### src/rtl/cla_16bit.sv
// rtl/cla_16bit.sv - registered 16-bit carry-lookahead propagate/generate unit
// Per-bit OR-propagate/AND-generate plus nibble group terms, all captured in one flop stage.
module cla_16bit (
    input  logic        clk,
    input  logic        rst,
    input  logic [15:0] A,
    input  logic [15:0] B,
    output logic [15:0] P,
    output logic [15:0] G,
    output logic        P03,
    output logic        P47,
    output logic        P811,
    output logic        P1215,
    output logic        G03,
    output logic        G47,
    output logic        G811,
    output logic        G1215
);

    logic [15:0] w_p;
    logic [15:0] w_g;
    logic [3:0]  w_pgrp;
    logic [3:0]  w_ggrp;

    logic [15:0] r_p;
    logic [15:0] r_g;
    logic [3:0]  r_pgrp;
    logic [3:0]  r_ggrp;

    assign w_p = A | B;
    assign w_g = A & B;

    // Group terms come from the live per-bit terms so every output describes the same operand pair.
    always_comb begin
        w_pgrp = '0;
        w_ggrp = '0;
        for (int k = 0; k < 4; k++) begin
            w_pgrp[k] = w_p[4*k+3] & w_p[4*k+2] & w_p[4*k+1] & w_p[4*k];
            w_ggrp[k] = w_g[4*k+3]
                      | (w_p[4*k+3] & w_g[4*k+2])
                      | (w_p[4*k+3] & w_p[4*k+2] & w_g[4*k+1])
                      | (w_p[4*k+3] & w_p[4*k+2] & w_p[4*k+1] & w_g[4*k]);
        end
    end

    always_ff @(posedge clk) begin
        if (rst) begin
            r_p    <= '0;
            r_g    <= '0;
            r_pgrp <= '0;
            r_ggrp <= '0;
        end else begin
            r_p    <= w_p;
            r_g    <= w_g;
            r_pgrp <= w_pgrp;
            r_ggrp <= w_ggrp;
        end
    end

    assign P     = r_p;
    assign G     = r_g;
    assign P03   = r_pgrp[0];
    assign P47   = r_pgrp[1];
    assign P811  = r_pgrp[2];
    assign P1215 = r_pgrp[3];
    assign G03   = r_ggrp[0];
    assign G47   = r_ggrp[1];
    assign G811  = r_ggrp[2];
    assign G1215 = r_ggrp[3];

endmodule

### config.mk
export PLATFORM = sky130hd
export DESIGN_NAME = cla_16bit
export DESIGN_NICKNAME = d
export VERILOG_FILES = /design/src/rtl/cla_16bit.sv
export SDC_FILE = /design/constraint.sdc
export NUM_CORES = 1
export LEC_CHECK = 0
export ABC_AREA = 1
export CORE_AREA = 2 2 67 69
export DETAILED_ROUTE_END_ITERATION = 7
export DIE_AREA = 0 0 69 71
export GPL_ROUTABILITY_DRIVEN = 1
export PLACE_DENSITY = 0.84
export SYNTH_ARGS = -nofsm -noshare
export SYNTH_HDL_FRONTEND = slang
export SYNTH_SLANG_ARGS = --single-unit
### constraint.sdc
create_clock -name clk -period 0.8 [get_ports clk]
set_input_delay 0.08 -clock clk [delete_from_list [all_inputs] [get_ports clk]]
set_output_delay 0.08 -clock clk [all_outputs]
set_load 0.02 [all_outputs]
# Yosys cells after proc, flatten, opt, wreduce, memory -nomap -nowiden
# Cells that the tools add are included.
# op_classes
reduce_logical	0
n_shift	0
mul	0
n_mux	0
div_mod_pow	0
addsub	0
magnitude_cmp	0
n_eq_ne	0
n_bitwise	38
# ops
op	count
$and A1 B1 Y1	24
$and A16 B16 Y16	1
$or A16 B16 Y16	1
$or A1 B1 Y1	12
# word_totals
latchBits	0
romBits	0
regBits	40
memories	0
elab_cells	42
mem_bits_rw	0

# Logic depth before layout (Yosys ltp)
# Gate-level depths: netlist of run 1.
# depth
word_depth	5
mapped_depth	6

# Worst setup path after synthesis of run 1
# Ideal clock, no wire load.
# synth_timing
path_kind	input to register
from	input port B[3]
to	register r_ggrp[0]
n_path_buf	0
required_ns	0.688
setup_slack_ns	0.248
path_stages	6
setup_time_ns	0.112
arrival_ns	0.440
cell_sequence	nor2_2 nor2_1 nor2_1 nand2_1 nand2_1 nand2_1
# synth_via
elab_chain_cells	5
# synth_rtl
item	line_no	text
start: declaration	7	input logic [15:0] B,
$or A16 B16 Y16	30	assign w_p = A | B;
$and A1 B1 Y1 (on tied branches)	40, 41, 42	
$or A1 B1 Y1 (tied with other cells)	40	| (w_p[4*k+3] & w_g[4*k+2])
$or A1 B1 Y1 or $and A1 B1 Y1 (tied branches)	41, 42	
$or A1 B1 Y1 *	42	| (w_p[4*k+3] & w_p[4*k+2] & w_p[4*k+1] & w_g[4*k]);
end signal: assignment	56	r_ggrp <= w_ggrp;
end: declaration	28	logic [3:0] r_ggrp;
# Every way passes the cells marked *; elsewhere a longest branch is shown, timed or not.
# A chain may end at the register's enable or synchronous reset.

# Final worst setup path of run 1
# layout_timing
from	register r_p[10] (netlist: P[10])
to	output port P[10]
# layout_lines
item	line_no	text
start: declaration	25	logic [15:0] r_p;
start signal: assignment	53	r_p <= w_p;
end: declaration	8	output logic [15:0] P,
# No word-level cell between the ends.

==> results of run 1 <==
[registers in the layout, summed over array words and instances (netlist names)]
signal and flops:
G 16, P 16, r_pgrp 4, r_ggrp 4
[path summary, 6_finish.rpt]
check | startpoint | endpoint | slack, ns | cells past startpoint
worst max-delay path | P[10]$_SDFF_PP0_ | P[10] | -0.007 | 1
worst min-delay path | A[2] | G[2]$_SDFF_PP0_ | 0.09 | 3
[tightest hold or removal path: stages]
cell and delay [ns]:
sky130_fd_sc_hd__dlymetal6s2s_1 0.14, sky130_fd_sc_hd__nand2_1 0.08, sky130_fd_sc_hd__nor2_1 0.04
[through the flow]
stage / cells / power [W] / TNS, ns / util (%) / cell area (sq um)
2_1_floorplan: 180 / 0.00257 / 0 / - / 1430
3_3_place_gp: 311 / 0.00304 / -15.88 / 54.0 / 2270
3_5_place_dp: 311 / 0.00306 / -16.53 / 54.0 / 2270
4_1_cts: 320 / 0.00455 / -0.347 / 59.6 / 2500
5_1_grt: 321 / 0.00471 / -0.788 / 61.0 / 2560
6_report: 321 / 0.00452 / -0.0178 / 61.0 / 2560
[layout by cell type (no fill, tap or decap), drive strengths merged]
cell type and n:
a21oi 12, buf 51, bufbuf 1, clkbuf 7
clkdlybuf4s50 16, dfxtp 40, dlygate4sd2 6, dlymetal6s2s 11
inv 33, nand2 44, nand3 4, nand3b 4
nor2 36, o21ai 4
[metal layers]
layer | up-vias | wire length (microns)
met5 | - | 0
met4 | 0 | 19
met3 | 2 | 277
met2 | 52 | 2010
met1 | 639 | 1440
li1 | 714 | -
[kinds of logic (layout without fill, tap and decap cells)]
logic type	Yosys count	after routing	share of synthesized area, %
compound gates	16	16	5.60
buf+inv	36	125	11.0
simple gates	88	88	27.3
flops	40	40	56.0
[where the power goes]
group,internal [W],total (W),switching [W],leakage (nW)
clock network,0.000768,0.00140,0.000636,0.0503
logic,0.000487,0.000936,0.000448,0.968
registers,0.00213,0.00219,0.0000538,0.343
[repair_timing]
item,4_1_cts,5_1_grt
hold buffers,0,0
endpoints found under the setup margin,52,48
resized for setup,288,25
setup buffers,1,1
pin swaps,4,6
gates cloned,1,0
[area by class of cell]
| type | count | area, sq um | area share [%] |
|---|---|---|---|
| Tap cell | 52 | 65.1 | 2.54 |
| Clock buffer | 7 | 96.3 | 3.76 |
| Multi-Input combinational cell | 104 | 500 | 19.5 |
| Inverter | 33 | 124 | 4.83 |
| Timing Repair Buffer | 85 | 928 | 36.2 |
| Sequential cell | 40 | 851 | 33.2 |
==> summary.log, run 1 <==
qor: synthesis.post-synth-top-count-cell sky130_fd_sc_hd__nand2_1
qor: layout.design.final.nets 303
qor: global_routing.global_route.usage.met2 27.8%
qor: critical_path.setup.worst_path.start_class register
qor: global_routing.first_global_vias 1393
qor: critical_path.crit_path_max_fanout 1
qor: global_routing.top_usage_layer met2
qor: synthesis.synth_area 1430 sq um
qor: sta.slew_viol_final 0
qor: floorplanning.die_area 4900 sq um
qor: synthesis.yosysTopAreaCell sky130_fd_sc_hd__dfxtp_1
qor: layout.layout-drive-gt1-share 45.0%
qor: synthesis.synth_edf_count 0
qor: synthesis.postSynth.asyncResetShare 0%
qor: route.route.detailed.drc 0
qor: sta.timing.slew.headroom 84.7%
qor: synthesis.synth.avg_cell_area 7.94 sq um
qor: floorplanning.num_rows 24
qor: floorplanning.die_height 71 microns
qor: floorplanning.core 4200 sq um
qor: route.detail_route.wl_per_cell 11.7 microns
qor: route.routed_wirelength 3740 microns
qor: job.cap_violations 0
qor: synthesis.synth_flop_cell sky130_fd_sc_hd__dfxtp_1
qor: run_status.run_status finished with violations
qor: clock_tree.cts_root_buf sky130_fd_sc_hd__clkbuf_8
qor: clock_tree.cts_tree yes
qor: placement.placement.setup.worst_slack -0.377 ns
qor: critical_path.critical_path.cell_chain buf_6
qor: global_routing.antenna_violations_before_repair 0
qor: pwr.ir_worst_vdd 1010 uV
qor: critical_path.critical-path-top-delay-family flip-flops
qor: critical_path.crit_required 0.72 ns
qor: sta.grt_setup_unrepaired yes
qor: sta.setup_slack -0.00666 ns
qor: clock_tree.cts-buffers-inserted 5
qor: synthesis.post_synth_main_area_contributors sky130_fd_sc_hd__dfxtp_1 (56%), sky130_fd_sc_hd__nand2_1 (12%), sky130_fd_sc_hd__inv_1 (8.7%), sky130_fd_sc_hd__nor2_1 (7.4%), sky130_fd_sc_hd__a21oi_1 (4.2%)
qor: synthesis.synth_nets 214
qor: synthesis.yosys.cell_types.count 11
qor: floorplanning.effective_utilization_at_floorplan 34.0%
qor: pwr.power_per_cell_area 1760 nW/um^2
qor: clock_tree.clkSlewWorstSetupHoldPaths 0.07 ns
qor: route.postRouteAntennaNets 0
qor: clock_tree.cts.sink_count 40
qor: synthesis.postSynthRegisterBits 40
qor: global_routing.global_route_wire_length_before_repair 5990 microns
qor: global_routing.groute.usage.overall 15.5%
qor: critical_path.crit_slowest_cell sky130_fd_sc_hd__dfxtp_2
qor: run_status.violated_checks negative setup slack
qor: critical_path.critPathKind register to primary output
qor: sta.hold_ws 0.0870 ns
qor: global_routing.maximum_number_of_pins_on_one_net_before_global_route_repair 15
qor: route.dr.pass1.iters 4
qor: route.initialDrtViolationCount 56
qor: sta.worstMarginPinSlew 0.228 ns
qor: floorplanning.design.portCount 74
qor: critical_path.end_kind primary output
qor: clock_tree.cts_buffer_depth 2
qor: placement.place.detailed.hpwl 2600 microns
qor: global_routing.global_route.overflow_total 0
qor: hold_path.timing.hold.worst.class input pin to register
qor: clock_tree.cts.htree.levels 2
qor: synthesis.synthDominantCellAreaShare 56.0%
qor: synthesis.synthCells 180
qor: critical_path.critical_path_arrival 0.73 ns
qor: pwr.power.static_leakage 1.36 nW
qor: layout.syn_to_final_growth 79.5%
qor: sta.report.final.setup_viol 4
qor: synthesis.synth.yosys.seq_area_share 56.0%
qor: critical_path.critical_path.n_buffers_inverters 1
qor: synthesis.ys.warnings.count 0
qor: sta.final-hold-violation-count 0
qor: layout.final.fill_count 363
qor: sta.final_critical_path_time_including_i_o_delays_and_setup 0.807 ns
qor: layout.diodes 0
qor: global_routing.met1_usage 16.9%
qor: sta.fin_crit_sh 101%
qor: floorplanning.die_x 69 microns
qor: synthesis.post_synth_most_frequent_cells sky130_fd_sc_hd__nand2_1 (44), sky130_fd_sc_hd__dfxtp_1 (40), sky130_fd_sc_hd__inv_1 (33), sky130_fd_sc_hd__nor2_1 (28), sky130_fd_sc_hd__a21oi_1 (12)
qor: route.viasPerCell 4.38
qor: critical_path.critical-path-max-stage-delay 0.33 ns
qor: placement.io_buffers 73
qor: route.detailroute.via_count 1407
qor: global_routing.gr-usage-met3 5.84%
qor: placement.gp_congestion 0.753
qor: sta.max_freq 1.24 GHz
Power figures use the tool's default switching activity.
==> run 2: changes to the inputs <==
Settings changed: ABC_CLOCK_PERIOD_IN_PS from default to 800, PLACE_DENSITY 0.84 to default, PLACE_DENSITY_LB_ADDON from default to 0.05.
==> summary.log, run 2 (synthesized netlist as in run 1, its figures left out) <==
qor: run_status.run_status finished with violations [unchanged]
qor: run_status.violated_checks negative setup slack [unchanged]
qor: clock_tree.cts_buffer_depth 2 [unchanged]
qor: sta.report.final.setup_viol 24 [was 4]
qor: route.dr.pass1.iters 4 [unchanged]
qor: route.routed_wirelength 3390 microns [was 3740 microns]
qor: sta.final_critical_path_time_including_i_o_delays_and_setup 0.808 ns [was 0.807 ns]
qor: sta.slew_viol_final 0 [unchanged]
qor: critical_path.crit_required 0.72 ns [about the same]
qor: critical_path.critical_path.n_buffers_inverters 1 [unchanged]
qor: critical_path.end_kind primary output [unchanged]
qor: hold_path.hold-path-cell-count 3 [unchanged]
qor: sta.setup_slack -0.00832 ns [was -0.00666 ns]
qor: clock_tree.cts_root_buf sky130_fd_sc_hd__clkbuf_8 [unchanged]
qor: floorplanning.effective_utilization_at_floorplan 34.0% [unchanged]
qor: sta.worstMarginPinSlew 0.216 ns [was 0.228 ns]
qor: placement.place_inst 318 [was 311]
qor: pwr.finalPower 0.00448 W [was 0.00452 W]
qor: pwr.clock_power_share 30.3% [was 31.0%]
qor: clock_tree.clkSlewWorstSetupHoldPaths 0.08 ns [was 0.07 ns]
qor: critical_path.critical_path.cell_chain buf_6 [unchanged]
qor: global_routing.maximum_number_of_pins_on_one_net_before_global_route_repair 15 [unchanged]
qor: clock_tree.cts-buffers-inserted 5 [unchanged]
qor: hold_path.timing.hold.worst.class input pin to register [unchanged]
qor: clock_tree.cts_hold_buf 0 [unchanged]
qor: pwr.combinationalPowerShare 21.0% [was 20.7%]
qor: pwr.power.static_leakage 1.39 nW [was 1.36 nW]
qor: clock_tree.cts.htree.levels 2 [unchanged]
qor: global_routing.global_route.overflow_total 0 [unchanged]
qor: floorplanning.die_x 69 microns [unchanged]
qor: layout.layout_commonest_cell sky130_fd_sc_hd__nand2_1 [unchanged]
qor: critical_path.critical-path-top-delay-family flip-flops [unchanged]
qor: global_routing.first_global_vias 1304 [was 1393]
qor: placement.gp_congestion 0.682 [was 0.753]
qor: layout.final.fill_count 394 [was 363]
qor: floorplanning.core 4200 sq um [unchanged]
qor: sta.timing.slew.headroom 85.4% [was 84.7%]
qor: global_routing.antenna_violations_before_repair 0 [unchanged]
qor: sta.fin_crit_sh 101% [about the same]
qor: route.detail_route.wl_per_cell 10.3 microns [was 11.7 microns]
qor: critical_path.setup.worst_path.start_class register [unchanged]
qor: pwr.power_switching 0.00114 W [about the same]
qor: critical_path.critical_path_arrival 0.73 ns [about the same]
qor: route.viasPerCell 4.25 [was 4.38]
qor: pwr.switching_portion_of_total_power 25.4% [was 25.2%]
qor: pwr.p_int 0.00334 W [was 0.00339 W]
qor: floorplanning.num_rows 24 [unchanged]
qor: layout.layout-drive-gt1-share 43.8% [was 45.0%]
qor: sta.max_freq 1.24 GHz [about the same]
qor: critical_path.critical-path-max-stage-delay 0.32 ns [was 0.33 ns]
qor: floorplanning.die_height 71 microns [unchanged]
qor: critical_path.worstSetupPathDepth 1 [unchanged]
qor: critical_path.crit_path_max_fanout 1 [unchanged]
qor: pwr.power_per_cell_area 1720 nW/um^2 [was 1760 nW/um^2]
qor: layout.multi_input_comb_area 493 sq um [was 500 sq um]
qor: route.postRouteAntennaNets 0 [unchanged]
qor: layout.syn_to_final_growth 82.2% [was 79.5%]
qor: pwr.ir_worst_vdd 1000 uV [was 1010 uV]
qor: floorplanning.die_area 4900 sq um [unchanged]
qor: layout.final_cell_count_no_fill 328 [was 321]
qor: layout.register_area 851 sq um [unchanged]
qor: global_routing.global_route_wire_length_before_repair 5790 microns [was 5990 microns]
qor: critical_path.crit_slowest_cell sky130_fd_sc_hd__dfxtp_2 [unchanged]
qor: layout.mostFrequentLayoutCells sky130_fd_sc_hd__nand2_1 (43), sky130_fd_sc_hd__dfxtp_2 (40), sky130_fd_sc_hd__buf_6 (40) [was sky130_fd_sc_hd__nand2_1 (42), sky130_fd_sc_hd__dfxtp_2 (40), sky130_fd_sc_hd__buf_6 (40)]
qor: route.detailroute.via_count 1395 [was 1407]
qor: sta.final-hold-violation-count 0 [unchanged]
qor: job.cap_violations 0 [unchanged]
qor: layout.design.final.nets 309 [was 303]
qor: critical_path.critPathKind register to primary output [unchanged]
qor: placement.place.detailed.hpwl 2370 microns [was 2600 microns]
qor: clock_tree.cts.sink_count 40 [unchanged]
qor: sta.grt_setup_unrepaired yes [unchanged]
qor: pwr.relative_contribution_of_sequential_cells_to_total_power 48.7% [was 48.3%]
qor: route.route.detailed.drc 0 [unchanged]
qor: global_routing.groute.usage.overall 15.0% [was 15.5%]
qor: clock_tree.cts_tree yes [unchanged]
qor: route.initialDrtViolationCount 46 [was 56]
qor: layout.diodes 0 [unchanged]
qor: layout.final_standard_cell_utilization_of_the_core 61.9% [was 61.0%]
qor: placement.io_buffers 73 [unchanged]
qor: floorplanning.design.portCount 74 [unchanged]
==> run 2: cell types whose count changed in the layout (fill, tap and decap cells not counted), moves of 2 or more <==
cell	delta
sky130_fd_sc_hd__dlygate4sd2_1	-4
sky130_fd_sc_hd__buf_4	+6
sky130_fd_sc_hd__clkbuf_1	+2
sky130_fd_sc_hd__inv_1	+4
sky130_fd_sc_hd__inv_2	-4
sky130_fd_sc_hd__clkdlybuf4s50_1	+3
==> run 2: path summary, 6_finish.rpt <==
kind                            start               to
worst min-delay path             B[5]  P[5]$_SDFF_PP0_
worst max-delay path  P[9]$_SDFF_PP0_             P[9]
==> run 2: final cells by class <==
| cell class | instances | share of cell area (%) |
|---|---|---|
| clock buffers | 8 | 3.46 |
| inverters | 33 | 4.76 |
| multi-input cells | 104 | 18.9 |
| flip-flops and latches | 40 | 32.7 |
| well taps | 52 | 2.50 |
| repair buffers | 91 | 37.7 |
==> run 2: power groups by stage <==
| stage | sequential [W] | combinational [W] | clock, W |
|---|---|---|---|
| after floorplan | 0.00233 | 0.000233 | 0 |
| after detailed placement | 0.00218 | 0.000895 | 0 |
| after global routing | 0.00220 | 0.00103 | 0.00149 |
| after CTS | 0.00218 | 0.000944 | 0.00142 |
| after global placement | 0.00218 | 0.000892 | 0 |
| final | 0.00218 | 0.000941 | 0.00136 |
==> run 2: layer usage <==
metal	routed length, microns	up-vias	track usage [%]
met2	1710	45	26.2
met1	1370	614	16.4
met4	62	0	5.88
met5	0	-	0
li1	-	728	-
met3	248	8	5.98
==> run 2: through the flow <==
stage | hold WS [ns] | worst slack, ns | cell area (sq um) | TNS (ns)
after CTS | 0.235 | -0.0279 | 2540 | -0.618
after global routing | 0.113 | -0.0431 | 2600 | -1.19
final | 0.0823 | -0.00832 | 2600 | -0.101
after global placement | 0.681 | -0.378 | 2320 | -16.44
after detailed placement | 0.688 | -0.387 | 2320 | -16.65
after floorplan | 0.200 | 0.248 | 1430 | 0
==> run 2: timing repair <==
item / CTS / global route
resized for setup: 283 / 21
setup buffers: 0 / 1
endpoints found under the setup margin: 52 / 48
gates cloned: 1 / 0
pin swaps: 1 / 7
==> run 3: changes to the inputs <==
Settings changed: GPL_ROUTABILITY_DRIVEN 1 to 0, PLACE_DENSITY_LB_ADDON 0.05 to 0.1, SLEW_MARGIN from default to 10.
==> summary.log, run 3 (synthesized netlist as in run 1, its figures left out) <==
qor: run_status.run_status finished with violations [unchanged]
qor: run_status.violated_checks negative setup slack [unchanged]
qor: global_routing.antenna_violations_before_repair 0 [unchanged]
qor: route.detail_route.wl_per_cell 10.4 microns [was 10.3 microns]
qor: job.cap_violations 0 [unchanged]
qor: clock_tree.cts_tree yes [unchanged]
qor: pwr.power.static_leakage 1.37 nW [was 1.39 nW]
qor: floorplanning.num_rows 24 [unchanged]
qor: route.postRouteAntennaNets 0 [unchanged]
qor: critical_path.critical_path.n_buffers_inverters 1 [unchanged]
qor: global_routing.global_route.overflow_total 0 [unchanged]
qor: critical_path.crit_required 0.72 ns [about the same]
qor: layout.layout_commonest_cell sky130_fd_sc_hd__nand2_1 [unchanged]
qor: floorplanning.die_area 4900 sq um [unchanged]
qor: global_routing.global_route_wire_length_before_repair 5780 microns [was 5790 microns]
qor: placement.placement.setup.worst_slack -0.409 ns [was -0.387 ns]
qor: critical_path.critical-path-max-stage-delay 0.33 ns [was 0.32 ns]
qor: sta.timing.slew.headroom 85.0% [was 85.4%]
qor: pwr.ir_worst_vdd 1150 uV [was 1000 uV]
qor: sta.fin_crit_sh 102% [was 101%]
qor: route.initialDrtViolationCount 62 [was 46]
qor: sta.final-hold-violation-count 0 [unchanged]
qor: global_routing.maximum_number_of_pins_on_one_net_before_global_route_repair 15 [unchanged]
qor: clock_tree.cts-buffers-inserted 5 [unchanged]
qor: layout.layout-drive-gt1-share 44.3% [was 43.8%]
qor: layout.mostFrequentLayoutCells sky130_fd_sc_hd__nand2_1 (44), sky130_fd_sc_hd__dfxtp_2 (40), sky130_fd_sc_hd__buf_6 (40) [was sky130_fd_sc_hd__nand2_1 (43), sky130_fd_sc_hd__dfxtp_2 (40), sky130_fd_sc_hd__buf_6 (40)]
qor: layout.post-route-cell-area 2570 sq um [was 2600 sq um]
qor: route.met3_wirelength 310 microns [was 248 microns]
qor: floorplanning.core 4200 sq um [unchanged]
qor: placement.place.detailed.hpwl 2330 microns [was 2370 microns]
qor: global_routing.first_global_vias 1336 [was 1304]
qor: layout.syn_to_final_growth 80.2% [was 82.2%]
qor: route.route.detailed.drc 0 [unchanged]
qor: sta.final_critical_path_time_including_i_o_delays_and_setup 0.816 ns [was 0.808 ns]
qor: sta.max_freq 1.23 GHz [was 1.24 GHz]
qor: critical_path.setup.worst_path.start_class register [unchanged]
qor: floorplanning.effective_utilization_at_floorplan 34.0% [unchanged]
qor: sta.setup_slack -0.0157 ns [was -0.00832 ns]
qor: sta.slew_viol_final 0 [unchanged]
qor: route.wl_met2 1580 microns [was 1710 microns]
qor: route.routed_wirelength 3390 microns [about the same]
qor: floorplanning.die_x 69 microns [unchanged]
qor: floorplanning.die_height 71 microns [unchanged]
qor: critical_path.crit_path_max_fanout 1 [unchanged]
qor: layout.design.final.nets 306 [was 309]
qor: route.dr.pass1.iters 4 [unchanged]
qor: layout.diodes 0 [unchanged]
qor: route.maxUsedRoutingLayer met4 [unchanged]
qor: sta.grt_setup_unrepaired yes [unchanged]
qor: pwr.power_per_cell_area 1750 nW/um^2 [was 1720 nW/um^2]
qor: layout.final_cell_count_no_fill 325 [was 328]
qor: placement.instance_area_after_placement 2300 sq um [was 2320 sq um]
qor: clock_tree.cts.sink_count 40 [unchanged]
qor: global_routing.groute.usage.overall 14.8% [was 15.0%]
qor: route.wirelength_met1 1450 microns [was 1370 microns]
qor: hold_path.timing.hold.worst.class input pin to register [unchanged]
qor: sta.report.final.setup_viol 40 [was 24]
qor: critical_path.crit_slowest_cell sky130_fd_sc_hd__dfxtp_2 [unchanged]
qor: critical_path.critical_path.cell_chain buf_6 [unchanged]
qor: floorplanning.design.portCount 74 [unchanged]
qor: clock_tree.cts_root_buf sky130_fd_sc_hd__clkbuf_8 [unchanged]
qor: placement.io_buffers 73 [unchanged]
qor: critical_path.end_kind primary output [unchanged]
qor: critical_path.critical_path_arrival 0.74 ns [was 0.73 ns]
qor: route.detailroute.via_count 1352 [was 1395]
qor: clock_tree.cts_buffer_depth 2 [unchanged]
qor: clock_tree.clkSlewWorstSetupHoldPaths 0.07 ns [was 0.08 ns]
qor: clock_tree.cts.htree.levels 2 [unchanged]
qor: critical_path.critical-path-top-delay-family flip-flops [unchanged]
qor: critical_path.critPathKind register to primary output [unchanged]
qor: route.viasPerCell 4.16 [was 4.25]
qor: sta.worstMarginPinSlew 0.223 ns [was 0.216 ns]
qor: placement.place_inst 315 [was 318]
-- run 3: final timing paths --
path | start | endpoint | slack, ns | cells past startpoint
setup / recovery | G[1]$_SDFF_PP0_ | G[1] | -0.02 | 1
hold / removal | B[9] | P[9]$_SDFF_PP0_ | 0.09 | 3
-- run 3: area by class of cell --
class	instances	area [sq um]
fillers	382	1630
repair buffers	88	960
flip-flops and latches	40	851
multi-input cells	104	485
inverters	33	124
clock buffers	8	90.1
well taps	52	65.1
-- run 3: layer usage --
layer	up-vias	track usage, %
met4	0	5.23
met3	5	7.26
met2	49	23.9
met1	583	17.1
met5	-	0
li1	715	-
-- run 3: power by group --
part	leakage, nW	internal, W	switching, W
Clock	0.0455	0.000704	0.000676
Combinational	0.982	0.000501	0.000431
Sequential	0.343	0.00213	0.0000515
-- run 3: timing repair --
item / in CTS / in global routing
resized for setup: 283 / 22
hold buffers: 0 / 0
buffers inserted: 0 / 1
pin swaps: 1 / 9
setup endpoints to repair: 51 / 48
cloned: 1 / 0
-- run 3: metrics by stage --
| stage | setup TNS (ns) | power (W) | hold slack (ns) | util [%] |
|---|---|---|---|---|
| floorplan | 0 | 0.00257 | 0.200 | - |
| global placement | -16.16 | 0.00306 | 0.671 | 54.7 |
| detailed placement | -16.47 | 0.00306 | 0.677 | 54.7 |
| CTS | -0.772 | 0.00455 | 0.354 | 60.1 |
| global route | -1.35 | 0.00472 | 0.103 | 61.3 |
| finish | -0.282 | 0.00449 | 0.0919 | 61.3 |
